--- src/rtl/kmeans_pkg.sv ---
// Shared K-means constants, centroid-update FSM encoding and the channel saturation helper.
package kmeans_pkg;

    localparam int SIZE_OF_ACC    = 24;
    localparam int SIZE_OF_COUNT  = 12;
    localparam int NUM_OF_ENGINES = 2;
    localparam int SIZE_OF_PIXEL  = 8;
    localparam int NUM_CHANNELS   = 3;

    // Reduced sum/count widths grow by one bit per upstream engine.
    localparam int SUM_W   = SIZE_OF_ACC + NUM_OF_ENGINES;
    localparam int COUNT_W = SIZE_OF_COUNT + NUM_OF_ENGINES;

    typedef enum logic [1:0] {
        IDLE = 2'd0,
        DIV  = 2'd1,
        FIN  = 2'd2
    } state_t;

    // Clamp a quotient to the largest value a pix_w-bit channel can hold.
    function automatic logic [63:0] saturate(input logic [63:0] q, input int unsigned pix_w);
        logic [63:0] max_val;
        max_val = (64'd1 << pix_w) - 64'd1;
        return (q > max_val) ? max_val : q;
    endfunction

endpackage

--- src/rtl/seq_divider_step.sv ---
// One channel of a bit-serial restoring divider: dividend shifts out MSB-first while
// quotient bits shift in at the LSB of the same register.
module seq_divider_step
    import kmeans_pkg::*;
#(
    parameter int QW = SUM_W,
    parameter int VW = COUNT_W
) (
    input  logic          clk,
    input  logic          reset_n,
    input  logic          load,
    input  logic          step,
    input  logic [QW-1:0] dividend,
    input  logic [VW-1:0] divisor,
    output logic [QW-1:0] quotient
);

    logic [QW-1:0] work_reg;
    logic [VW-1:0] rem_reg;
    logic [VW:0]   trial;
    logic          ge;
    logic [VW-1:0] rem_next;

    // The restored remainder is always below the divisor, so VW bits suffice to store it.
    always_comb begin
        trial    = {rem_reg, work_reg[QW-1]};
        ge       = (trial >= {1'b0, divisor});
        rem_next = ge ? (trial[VW-1:0] - divisor) : trial[VW-1:0];
    end

    always_ff @(posedge clk or negedge reset_n) begin
        if (!reset_n) begin
            work_reg <= '0;
            rem_reg  <= '0;
        end else if (load) begin
            work_reg <= dividend;
            rem_reg  <= '0;
        end else if (step) begin
            rem_reg  <= rem_next;
            work_reg <= {work_reg[QW-2:0], ge};
        end
    end

    assign quotient = work_reg;

endmodule

--- src/rtl/centroid_update_unit.sv ---
// Divides the reduced R/G/B sums by the member count to form the next cluster centroid.
// Define CENTROID_ROUND_NEAREST_EN for round-half-up division (one extra cycle of latency).
module centroid_update_unit
    import kmeans_pkg::*;
#(
    parameter int SizeOfAcc    = 24,
    parameter int SizeOfCount  = 12,
    parameter int NumOfEngines = 2,
    parameter int SizeOfPixel  = 8
) (
    input  logic                                  clk,
    input  logic                                  reset_n,
    input  logic                                  start,
    input  logic [SizeOfAcc+NumOfEngines-1:0]     red_sum,
    input  logic [SizeOfAcc+NumOfEngines-1:0]     green_sum,
    input  logic [SizeOfAcc+NumOfEngines-1:0]     blue_sum,
    input  logic [SizeOfCount+NumOfEngines-1:0]   co_sum,
    output logic                                  busy,
    output logic                                  done,
    output logic                                  empty,
    output logic [3*SizeOfPixel-1:0]              centroid
);

    localparam int DW = SizeOfAcc + NumOfEngines;
    localparam int VW = SizeOfCount + NumOfEngines;
`ifdef CENTROID_ROUND_NEAREST_EN
    localparam int QW = DW + 1;
`else
    localparam int QW = DW;
`endif
    localparam int IW = $clog2(QW + 1);

    state_t                   state_reg;
    logic [IW-1:0]            iter_reg;
    logic [VW-1:0]            divisor_reg;
    logic                     zero_reg;
    logic                     load;
    logic                     step;
    logic [DW-1:0]            sums [NUM_CHANNELS];
    logic [QW-1:0]            dividend [NUM_CHANNELS];
    logic [QW-1:0]            quotient [NUM_CHANNELS];
    logic [3*SizeOfPixel-1:0] centroid_next;

    assign sums[0] = red_sum;
    assign sums[1] = green_sum;
    assign sums[2] = blue_sum;

    assign load = (state_reg == IDLE) && start && (co_sum != '0);
    assign step = (state_reg == DIV);

    for (genvar gi = 0; gi < NUM_CHANNELS; gi++) begin : g_chan
`ifdef CENTROID_ROUND_NEAREST_EN
        // Adding half the divisor before truncating rounds half-up; the extra bit keeps the carry.
        assign dividend[gi] = {1'b0, sums[gi]} + QW'(co_sum >> 1);
`else
        assign dividend[gi] = sums[gi];
`endif

        seq_divider_step #(
            .QW (QW),
            .VW (VW)
        ) u_div (
            .clk      (clk),
            .reset_n  (reset_n),
            .load     (load),
            .step     (step),
            .dividend (dividend[gi]),
            .divisor  (divisor_reg),
            .quotient (quotient[gi])
        );

        // Channel 0 (red) lands in the most significant byte.
        assign centroid_next[(NUM_CHANNELS-1-gi)*SizeOfPixel +: SizeOfPixel] =
            SizeOfPixel'(saturate(64'(quotient[gi]), SizeOfPixel));
    end

    always_ff @(posedge clk or negedge reset_n) begin
        if (!reset_n) begin
            state_reg   <= IDLE;
            iter_reg    <= '0;
            divisor_reg <= '0;
            zero_reg    <= 1'b0;
            busy        <= 1'b0;
            done        <= 1'b0;
            empty       <= 1'b0;
            centroid    <= '0;
        end else begin
            done <= 1'b0;
            case (state_reg)
                IDLE: begin
                    if (start) begin
                        empty <= 1'b0;
                        if (co_sum != '0) begin
                            divisor_reg <= co_sum;
                            iter_reg    <= '0;
                            zero_reg    <= 1'b0;
                            busy        <= 1'b1;
                            state_reg   <= DIV;
                        end else begin
                            zero_reg  <= 1'b1;
                            state_reg <= FIN;
                        end
                    end
                end
                DIV: begin
                    iter_reg <= iter_reg + 1'b1;
                    if (iter_reg == IW'(QW - 1)) begin
                        state_reg <= FIN;
                    end
                end
                FIN: begin
                    done  <= 1'b1;
                    busy  <= 1'b0;
                    empty <= zero_reg;
                    if (!zero_reg) begin
                        centroid <= centroid_next;
                    end
                    state_reg <= IDLE;
                end
                default: state_reg <= IDLE;
            endcase
        end
    end

endmodule

--- config.mk ---
export PLATFORM = sky130hd
export DESIGN_NAME = centroid_update_unit
export DESIGN_NICKNAME = d
export VERILOG_FILES = /design/src/rtl/kmeans_pkg.sv /design/src/rtl/seq_divider_step.sv /design/src/rtl/centroid_update_unit.sv
export SDC_FILE = /design/constraint.sdc
export NUM_CORES = 1
export LEC_CHECK = 0
export ABC_AREA = 1
export CAP_MARGIN = 10
export CORE_UTILIZATION = 57
export DETAILED_ROUTE_END_ITERATION = 7
export HOLD_SLACK_MARGIN = 0.1
export PLACE_DENSITY = 0.81
export SYNTH_ARGS = -nofsm -noshare
export SYNTH_HDL_FRONTEND = slang
export SYNTH_SLANG_ARGS = --single-unit
export TNS_END_PERCENT = 5
--- constraint.sdc ---
create_clock -name clk -period 2.2 [get_ports clk]
set_input_delay 0.22 -clock clk [delete_from_list [all_inputs] [get_ports clk]]
set_output_delay 0.22 -clock clk [all_outputs]
set_load 0.03 [all_outputs]
==> metrics.md, run 1 <==
| Metric | Value |
|---|---|
| Status | `finished, violations left` |
| Failing checks | `design-rule violations` |
| Crit-path cells | `inv_1 -> ha_1 -> nand2_1 -> inv_1 -> nand2_1 -> nor3_2 -> nand3_1 -> nand3_4 -> buf_2 -> nand3_1 -> nand3_1 -> nand2_1` |
| Syn avg cell area | `7.11 sq um` |
| Startpoint Class | `flop` |
| Register area | `0.00423 sq mm` |
| Cells after synthesis | `1488` |
| Routed len/inst | `about 16 microns` |
| WL final | `29.1 mm` |
| Total number of vias | `10100` |
| Reg-to-reg endpoint | `g_chan[1].u_div.rem_reg[8]$_DFFE_PN0P_` |
| Largest register FFs | `78` |
| Gr ovfl total | `0` |
| First-pass GRT wire length | `47.6 mm` |
| PortBufs | `~120` |
| Total Power Consumption | `23.0 mW` |
| Max-cap violations | `0` |
| Post-Syn Area | `0.0106 sq mm` |
| Pre-Repair DR Iteration Count | `7` |
| Setup CP Type | `flop to flop` |
| Critical Path Max Stage Delay | `0.40 ns` |
| Multi-input gate area | `0.00541 sq mm` |
| Clock slew at reported path FFs | `about 0.070 ns` |
| Top Ports | `~120` |
| Worst slew margin | `0.632` |
| Fillcell total | `around 1500` |
| Critical R2R Launch | `divisor_reg[7]$_DFFE_PN0P_` |
| Required @ worst endpoint | `2.53 ns` |
| Pwr/cell area | `between 1500 and 2000 mW/mm^2` |
| Post-synth top area share | `0.400` |
| Fin Setup TNS | `0 ns` |
| CTS H-Tree Depth | `4` |
| Ys async rst share | `1.00` |
| CP Data Arrival Time | `2.45 ns` |
| Post-Place Cells | `1830` |
| RSZ-0062 raised after global routing | `true` |
| Syn_nets | `1630` |
| Synth top cells by count | `nand2_1, inv_1, nand3_1` |
| Clk_lat worst skew | `0.45 ns` |
| Cell variety after synth | `44` |
| Tcrit/Tclk final | `0.967` |
| HP Class | `primary input to async pin` |
| Final Hold Fails | `0` |
| Layout cell share with drive strength beyond 1 | `0.0867` |
| TritonCTS clock tree | `built` |
| TritonCTS Sinks | `169` |
| Final setup violation count | `0` |
| Starting DRT DRC Count | `669` |
| Clock skew | `0.0152 ns` |
| Slew Limit Fails | `0` |
| CP endpoint kind | `flop` |
| Flop-to-flop setup slack | `roughly 0.072 ns` |
| Chip Width | `138 microns` |
| Clock root cell | `clkbuf_16` |
| Post-layout min period | `about 2.1 ns` |
| FP Rows | `slightly below 50` |
| Core ar. | `~0.018 sq mm` |
| Slew @ Worst Pin | `0.552 ns` |
| DRC | `4` |
| Post-synth EDFFs | `0` |
| Top-count cell post-synth | `nand2_1` |
| Total routing usage reported by global routing | `0.313` |
| Die Footprint | `0.0191 sq mm` |
| N_diodes | `0` |
| RePlAce Congestion | `1.00` |
| Nets | `1766` |
| Synth area leaders | `dfrtp_1, nand2_1, nand3_1` |
| Final cell count without fillers | `1866` |
| Worst Setup SP | `divisor_reg[7]$_DFFE_PN0P_` |
| Vias in the first global route | `slightly below 10000` |
| Sequential share of the synthesized area | `0.400` |
| Die Span Y | `138 microns` |
| Max IR drop VDD | `813 uV` |
| Hpwl dp | `21.1 mm` |
| Pleak | `6.46 nW` |
| Largest net degree at the start of global routing | `120` |
| Max Fclk | `470 MHz` |
| Final antenna-violating net count | `0` |
| Initial antenna violation count | `1` |
| Ys Warns | `0` |
| Clock Tree Buf Depth | `2` |
| Area leader, netlist | `dfrtp_1` |
| Top_reg_cell synth | `dfrtp_1` |
| DR vias/cell | `between 5 and 6` |
| Layout area overhead | `22.0%` |
| Num CTS Buffers | `17` |
| Slowest-stage cell, CP | `ha_1` |
| Initial Util | `0.585` |
| R2R cell count | `12` |
| #FFs+latches synth | `169` |
| Worst-path fanout max | `7` |
[layout by cell type (no fill, tap or decap), drive strengths merged, types with 25 or more instances in the layout]
| master | count |
|---|---|
| ha | 44 |
| inv | 193 |
| dfrtp | 169 |
| nand2 | 572 |
| nor2 | 82 |
| nand3 | 177 |
| nand3b | 25 |
| o21ai | 52 |
| clkdlybuf4s50 | 120 |
| buf | 50 |
| nand4 | 52 |
[where the power goes]
group | internal (mW) | total [mW] | switching (mW)
registers | 4.49 | 5.59 | 1.10
clock network | 1.63 | 3.07 | 1.43
logic | 5.46 | 14.3 | 8.87
total | 11.6 | 23.0 | 11.4
[metal layers]
layer,global-route usage,vias up,share of wire
met5,0,-,0
met4,0.114,0,0.025
met3,0.0610,52,0.071
met2,0.517,370,0.48
met1,0.410,4713,0.43
li1,-,5002,-
[repair_timing]
action | in CTS | in global routing
setup endpoints to repair | 0 | 33
hold buffers | 1 | 0
buffers inserted | 0 | 3
hold endpoints to repair | 48 | 0
gates resized for setup | 0 | 26
[layout make-up]
cell class,instances,share of cell area
tap,229,0.0222
inverter,185,0.0539
clock inverter,15,0.0138
multi-input combinational,1080,0.419
timing repair buffer,171,0.130
sequential,169,0.328
clock buffer,17,0.0330
[stage by stage]
stage	utilization	setup WS, ns	area, sq um	hold slack, ns
2_1_floorplan	-	0.372	10600	-0.0756
3_3_place_gp	0.674	0.102	12200	0.205
3_5_place_dp	0.674	0.0493	12200	0.208
4_1_cts	0.708	0.0274	12800	0.319
5_1_grt	0.713	-0.0253	12900	0.338
6_report	0.713	0.0724	12900	0.312
[worst max-delay path, delay by kind of cell, from the launching register on]
kind | cells | cell delay (ns)
buffers and inverters | 3 | 0.40
adder cells (fa/ha/maj) | 1 | 0.40
AND/OR/NAND/NOR | 8 | 0.88
flip-flops | 1 | 0.35
[worst max-delay path by stage]
stage,end,depth (start not counted),slack (ns)
global route,g_chan[1].u_div.rem_reg[13]$_DFFE_PN0P_,12,-0.03
global placement,g_chan[1].u_div.rem_reg[2]$_DFFE_PN0P_,11,0.10
CTS,g_chan[1].u_div.rem_reg[3]$_DFFE_PN0P_,11,0.03
detailed placement,g_chan[1].u_div.rem_reg[0]$_DFFE_PN0P_,11,0.05
floorplan,g_chan[0].u_div.rem_reg[2]$_DFFE_PN0P_,11,0.37
finish,g_chan[1].u_div.rem_reg[8]$_DFFE_PN0P_,12,0.07
[kinds of logic after synthesis]
family,after synthesis,share of synthesized area
compound gates,84,0.0438
xor+xnor,19,0.0157
flops,169,0.400
fa+ha+maj,47,0.0577
simple gates,930,0.388
buf+inv,239,0.0953
Note: power is estimated with default switching activity, not from simulation.
==> run 2, diff against run 1 <==
SLEW_MARGIN = 20   (was default)
==> results of run 2 <==
The final DEF is identical to that of run 1; final timing and power are the same.
==> RTL change 1: new RTL, settings of run 2 <==
Encoding of `state_t`: now one-hot (3 bits for 3 states).
--- a/src/rtl/kmeans_pkg.sv
+++ b/src/rtl/kmeans_pkg.sv
@@ -13,6 +13,6 @@
 
-    typedef enum logic [1:0] {
-        IDLE = 2'd0,
-        DIV  = 2'd1,
-        FIN  = 2'd2
+    typedef enum logic [2:0] {
+        IDLE = 3'b001,
+        DIV  = 3'b010,
+        FIN  = 3'b100
     } state_t;
Behaviour: no difference found for any inputs over 10 cycles, from zero or initial values and one cycle with reset_n low; not proved beyond that.
==> RTL change 1 against run 2 <==
Die area shrank 1.4%; largest power group unchanged; synthesized area down 1.5%; final area down 1.3%; sequential cell count rose by 1; routed wire length decreased by 5.1%; via count decreased by 0.56%; critical path depth shrank 1; setup slack improved by 0.059 ns; total power shrank 9.5%; critical endpoint is now g_chan[0].u_div.rem_reg[11]; maximum frequency up 2.8%.
==> RTL change 1: results (changes against run 2) <==
** Yosys
- The count of cell types in the netlist was 39 (-11%).
- After synthesis, the cell types taking the most area are dfrtp_1, nand2_1, nand3_1.
- Most frequent cells after synthesis :: nand2_1, nand3_1, dfrtp_1, inv_1, nor2_1
- The post-synthesis share of cell area spent on xor and xnor gates was 0.0151 (-0.000606).
- The share of the synthesized area in compound gates (AO/OA/AOI/OAI) came to 0.0453 (+0.00149).
- Post-synthesis net count :: 1,618 (-0.74%)
- Count of mapped cells out of synthesis :: 1,476 (-0.81%)
- Area share of fa/ha/maj cells after synthesis :: 0.0586 (+0.000860)
- The sequential element share of the synthesized area is 0.408 (+0.00848).

** Run status
- The run finished with clean final reports.

** Worst setup path
- The delay of the slowest cell on the worst path is 0.38 ns (-0.02 ns).
- The largest driver fanout on the critical path was 8 (+1).
- The critical path data arrival time was 2.38 ns (-0.07 ns).
- Slowest-stage cell, CP :: ha_1

** Route
- First DRT Iteration DRCs :: 722 (+7.9%)
- The met3 wirelength from detailed routing is 1.81 mm (-12%).
- WL met2 :: 13.2 mm (-5.2%)
- Via-per-instance ratio :: 5.47 (+0.68%)
- Post-detailed-routing wire length :: 27.6 mm (-5.1%)
- Routed wire length per instance :: 15.0 um (-3.9%)
- The number of optimization iterations in the first detailed-route pass came to 6 (-1).
- Post-Route M1 WL :: 11.8 mm (-4.8%)

** Place
- Placement-stage cell area :: 12,100 um2 (-1.2%)
- Cell total after placement :: 1,809 (-1.1%)
- The worst slack at placement was 0.0306 ns (-0.0187 ns).
- Weighted congestion reported at the end of routability-driven placement :: 0.979 (-2.1%)
- Final HPWL DP :: 19.8 mm (-6.3%)

** Final layout
- The fraction of final layout cells sized beyond drive strength 1 came to 0.0737 (-0.0130).
- The area taken by multi-input logic gates is 5330 um2 (-1.5%).
- Antenna fix cells :: 0 (unchanged)
- Max reg flops :: 78 (unchanged)
- The total number of nets in the final design came to 1,743 (-1.3%).
- The number of inserted filler cells in the final layout is 1,452 (-3.6%).

** Clock network
- The post-cts sizing count was 1 (+1).
- The clock latency reported for the late side of the worst-skew pair came to 0.43 ns (-0.02 ns).

** Power
- The worst voltage drop across the vdd grid is 1670 uV (+110%).
- The logic gate share of total power was 0.583 (-0.040).
- The combinational logic power came to 12,100 uW (-15%).
- Power spent charging and discharging nets :: 9980 uW (-12%)
- The cell leakage power is 0.00653 uW (+1.1%).

** Global routing
- Pin count of the biggest net entering global routing :: 118 (-1.7%)
- The met2 usage came to 0.503 (-0.0146).
- The global routing usage summed across all routing layers is 0.309 (-0.00355).
- Met1 routing resource usage after global routing :: 0.401 (-0.00846)
- The initial antenna violation count was 0 (-1).
- The global-route wire length before repair is 45.5 mm (-4.5%).
- Fraction of met3 tracks used by global routing :: 0.0688 (+0.00784)
- Via count of the first global-routing pass :: 9,459 (-2.7%)

** STA
- Worst-case headroom to the max-slew limit :: 0.641 (+0.00878)
- Layout Skew :: 0.0135 ns (-0.00172 ns)
RTL change 1: cell types whose count changed after synthesis, moves of 3 or more:
cell and delta:
nor2_1 +21, xor2_1 -3, nor2_2 -6, buf_4 -10, nand4_1 -12, o21ai_0 +7, nand2_2 -6, buf_2 +13
inv_1 -13
RTL change 1: worst paths after layout:
kind	from	cells past startpoint	slack (ns)	endpoint
min reg2reg	divisor_reg[9]	2	0.49	divisor_reg[9]
min	reset_n	2	0.21	g_chan[1].u_div.rem_reg[4]
max in group asynchronous	reset_n	3	1.26	state_reg[0]
max	divisor_reg[9]	11	0.13	g_chan[0].u_div.rem_reg[11]
max reg2reg	divisor_reg[9]	11	0.13	g_chan[0].u_div.rem_reg[11]
min in group clk	blue_sum[3]	3	0.35	g_chan[2].u_div.quotient[3]
RTL change 1: cell type report:
cell class	instances	share of cell area
Clock buffer	17	0.0334
Inverter	170	0.0502
Tap cell	229	0.0225
Clock inverter	15	0.0137
Sequential cell	170	0.334
Timing Repair Buffer	160	0.127
Multi-Input combinational cell	1082	0.419
==> RTL change 2: new RTL, config.mk and constraints of run 2 <==
Made on the original files. Add a define of `CENTROID_ROUND_NEAREST_EN`.
--- a/src/rtl/centroid_update_unit.sv
+++ b/src/rtl/centroid_update_unit.sv
@@ -2,2 +2,4 @@
 // Define CENTROID_ROUND_NEAREST_EN for round-half-up division (one extra cycle of latency).
+`define CENTROID_ROUND_NEAREST_EN
+
 module centroid_update_unit
Function: same outputs for any inputs over 10 cycles, from zero or initial values and one cycle with reset_n low; that may be too few to reach the edited logic, so the function may still have changed.
==> RTL change 2 against run 2 <==
Sequential power rose by 9.8%; critical path depth did not move; worst hold slack improved by 0.062 ns; routed wire length up 58%; final area increased by 38%; sequential cell count up 3; die area up 35%; combinational power is 22% higher; setup slack lost 0.012 ns; total power up 16%; synthesized area increased by 35%; largest cell class unchanged.
==> RTL change 2: results (changes against run 2) <==
** Run status
- Status :: finished clean

** Global routing
- Via count of the first global-routing pass :: 15,100 (+55%)
- The global routing usage summed across all routing layers is 0.360 (+0.0476).
- The met3 layer usage reported by global route is 0.0480 (-0.0129).
- The met1 capacity usage during global routing came to 0.452 (+0.0426).
- The met2 usage is 0.603 (+0.0855).
- Wire length of the first global-routing pass :: 73.8 mm (+55%)
- The largest net degree at the start of global routing came to 85 (-29%).
- The initial antenna violation count is 0 (-1).

** Yosys
- Post-synth design cell area :: 14,300 um2 (+35%)
- Number of distinct library cells after synthesis :: 39 (-11%)
- Most frequent cells after synthesis :: nand2_1, inv_1, nand3_1, dfrtp_1, nor2_1
- The warning count from the yosys run was 0 (unchanged).
- The synthesized instance count was 2,248 (+51%).
- In the post-synthesis netlist, the biggest area contributors are dfrtp_1, nand2_1, inv_1.
- Share of synthesized area occupied by flip-flops and latches :: 0.301 (-0.0988)
- Post-synthesis net count :: 2,432 (+49%)

** Place
- Placement-stage cell area :: 16,900 um2 (+39%)
- Cell total after placement :: 2,796 (+53%)
- The weighted congestion reported at the end of routability-driven placement came to 0.976 (-2.5%).
- Final HPWL DP :: 34.9 mm (+65%)

** STA
- The final worst hold slack was 0.374 ns (+0.0619 ns).
- Worst-case headroom to the max-slew limit :: 0.434 (-0.198)
- The clock tree skew after final layout is 0.0152 ns (-0.0000273 ns).

** Clock network
- Num CTS Buffers :: 17 (unchanged)
- The post-cts sizing count came to 0 (unchanged).
- The clock slew seen by the registers of the worst setup and hold paths came to 0.07 ns (about the same).
- Longest Clk Path Bufs :: 2 (unchanged)
- The number of buffers added for setup after CTS came to 0 (unchanged).
- Clk Latency, worst-skew pair :: 0.43 ns (-0.02 ns)

** Route
- The routed length on met2 came to 21.3 mm (+53%).
- The iteration-0 DRC count of the detailed router came to 1,481 (+120%).
- The total detailed-routing wirelength is 45.8 mm (+58%).
- The average via count per standard cell is 5.54 (+2.0%).
- Routed wire length per instance :: 16.2 um (+3.7%)
- Post-Route M1 WL :: 19.1 mm (+54%)
- The number of optimization iterations in the first detailed-route pass is 6 (-1).
- Wire length on met3 :: 3.00 mm (+46%)

** Final layout
- The total number of nets in the final design is 2,681 (+52%).
- Fraction of layout instances using a drive strength above 1 :: 0.102 (+0.0156)
- The flip-flop count of the largest register, all copies and words added came to 81 (+3.8%).

** Worst setup path
- The largest driver fanout on the critical path is 9 (+2).
- Slowest-stage cell, CP :: dfrtp_1
- The worst register-to-register path begins at divisor_reg[11].
- Worst EP arrival :: 2.45 ns (about the same)
- Kind of cell with the highest combined delay on the critical path :: simple AND/OR/NAND/NOR gates
- In this run the critical register-to-register path is captured at g_chan[0].u_div.rem_reg[12].
- For flop-to-flop paths, the worst setup slack is 0.06 ns.

** Power
- The cell leakage power is 0.00970 uW (+50%).
- Maximum ir drop on the vdd rail :: 908 uV (+12%)
## RTL change 2: cell count changes after synthesis, moves of 39 or more
cell	delta
a21oi_1	+40
a22oi_1	+57
ha_1	+39
inv_1	+163
nand2_1	+293
nand3_1	+39
nor2_1	+68
## RTL change 2: how the worst max path moves through the flow
| stage | from | to | slack (ns) | depth (start not counted) |
|---|---|---|---|---|
| 6_report | divisor_reg[11] | g_chan[0].u_div.rem_reg[12] | 0.06 | 12 |
| 2_1_floorplan | g_chan[2].u_div.quotient[26] | g_chan[2].u_div.rem_reg[6] | 0.36 | 11 |
| 3_5_place_dp | co_sum[1] | g_chan[1].u_div.quotient[24] | -0.29 | 15 |
| 3_3_place_gp | co_sum[1] | g_chan[1].u_div.quotient[24] | -0.24 | 15 |
| 4_1_cts | g_chan[1].u_div.quotient[26] | g_chan[1].u_div.rem_reg[6] | 0.03 | 11 |
| 5_1_grt | divisor_reg[11] | g_chan[0].u_div.rem_reg[12] | -0.04 | 12 |
## RTL change 2: final cells by class
type	count	area, um2
multi-input combinational	1677	8600
clock buffer	19	443
tap	324	405
fill	2020	6670
inverter	348	1320
clock inverter	13	151
sequential	172	4310
timing repair buffer	281	2570
## RTL change 2: report_power, final
part           total, uW  leakage (uW)  internal, uW  switching (uW)
sequential          6140       0.00209          4820            1320
clock               3070      0.000286          1650            1420
combinational      17400       0.00732          6840           10600
## RTL change 2: kinds of logic after synthesis
family	after synthesis	share of synthesized area
compound gates	221	0.0934
xor+xnor	30	0.0184
fa+ha+maj	89	0.0811
buf+inv	399	0.112
flops	172	0.301
simple gates	1337	0.394
## RTL change 2: through the flow
stage | worst slack [ns] | power [uW]
global placement | -0.245 | 22000
detailed placement | -0.290 | 22500
floorplan | 0.358 | 17500
finish | 0.0609 | 26600
CTS | 0.0303 | 25700
global route | -0.0395 | 28900
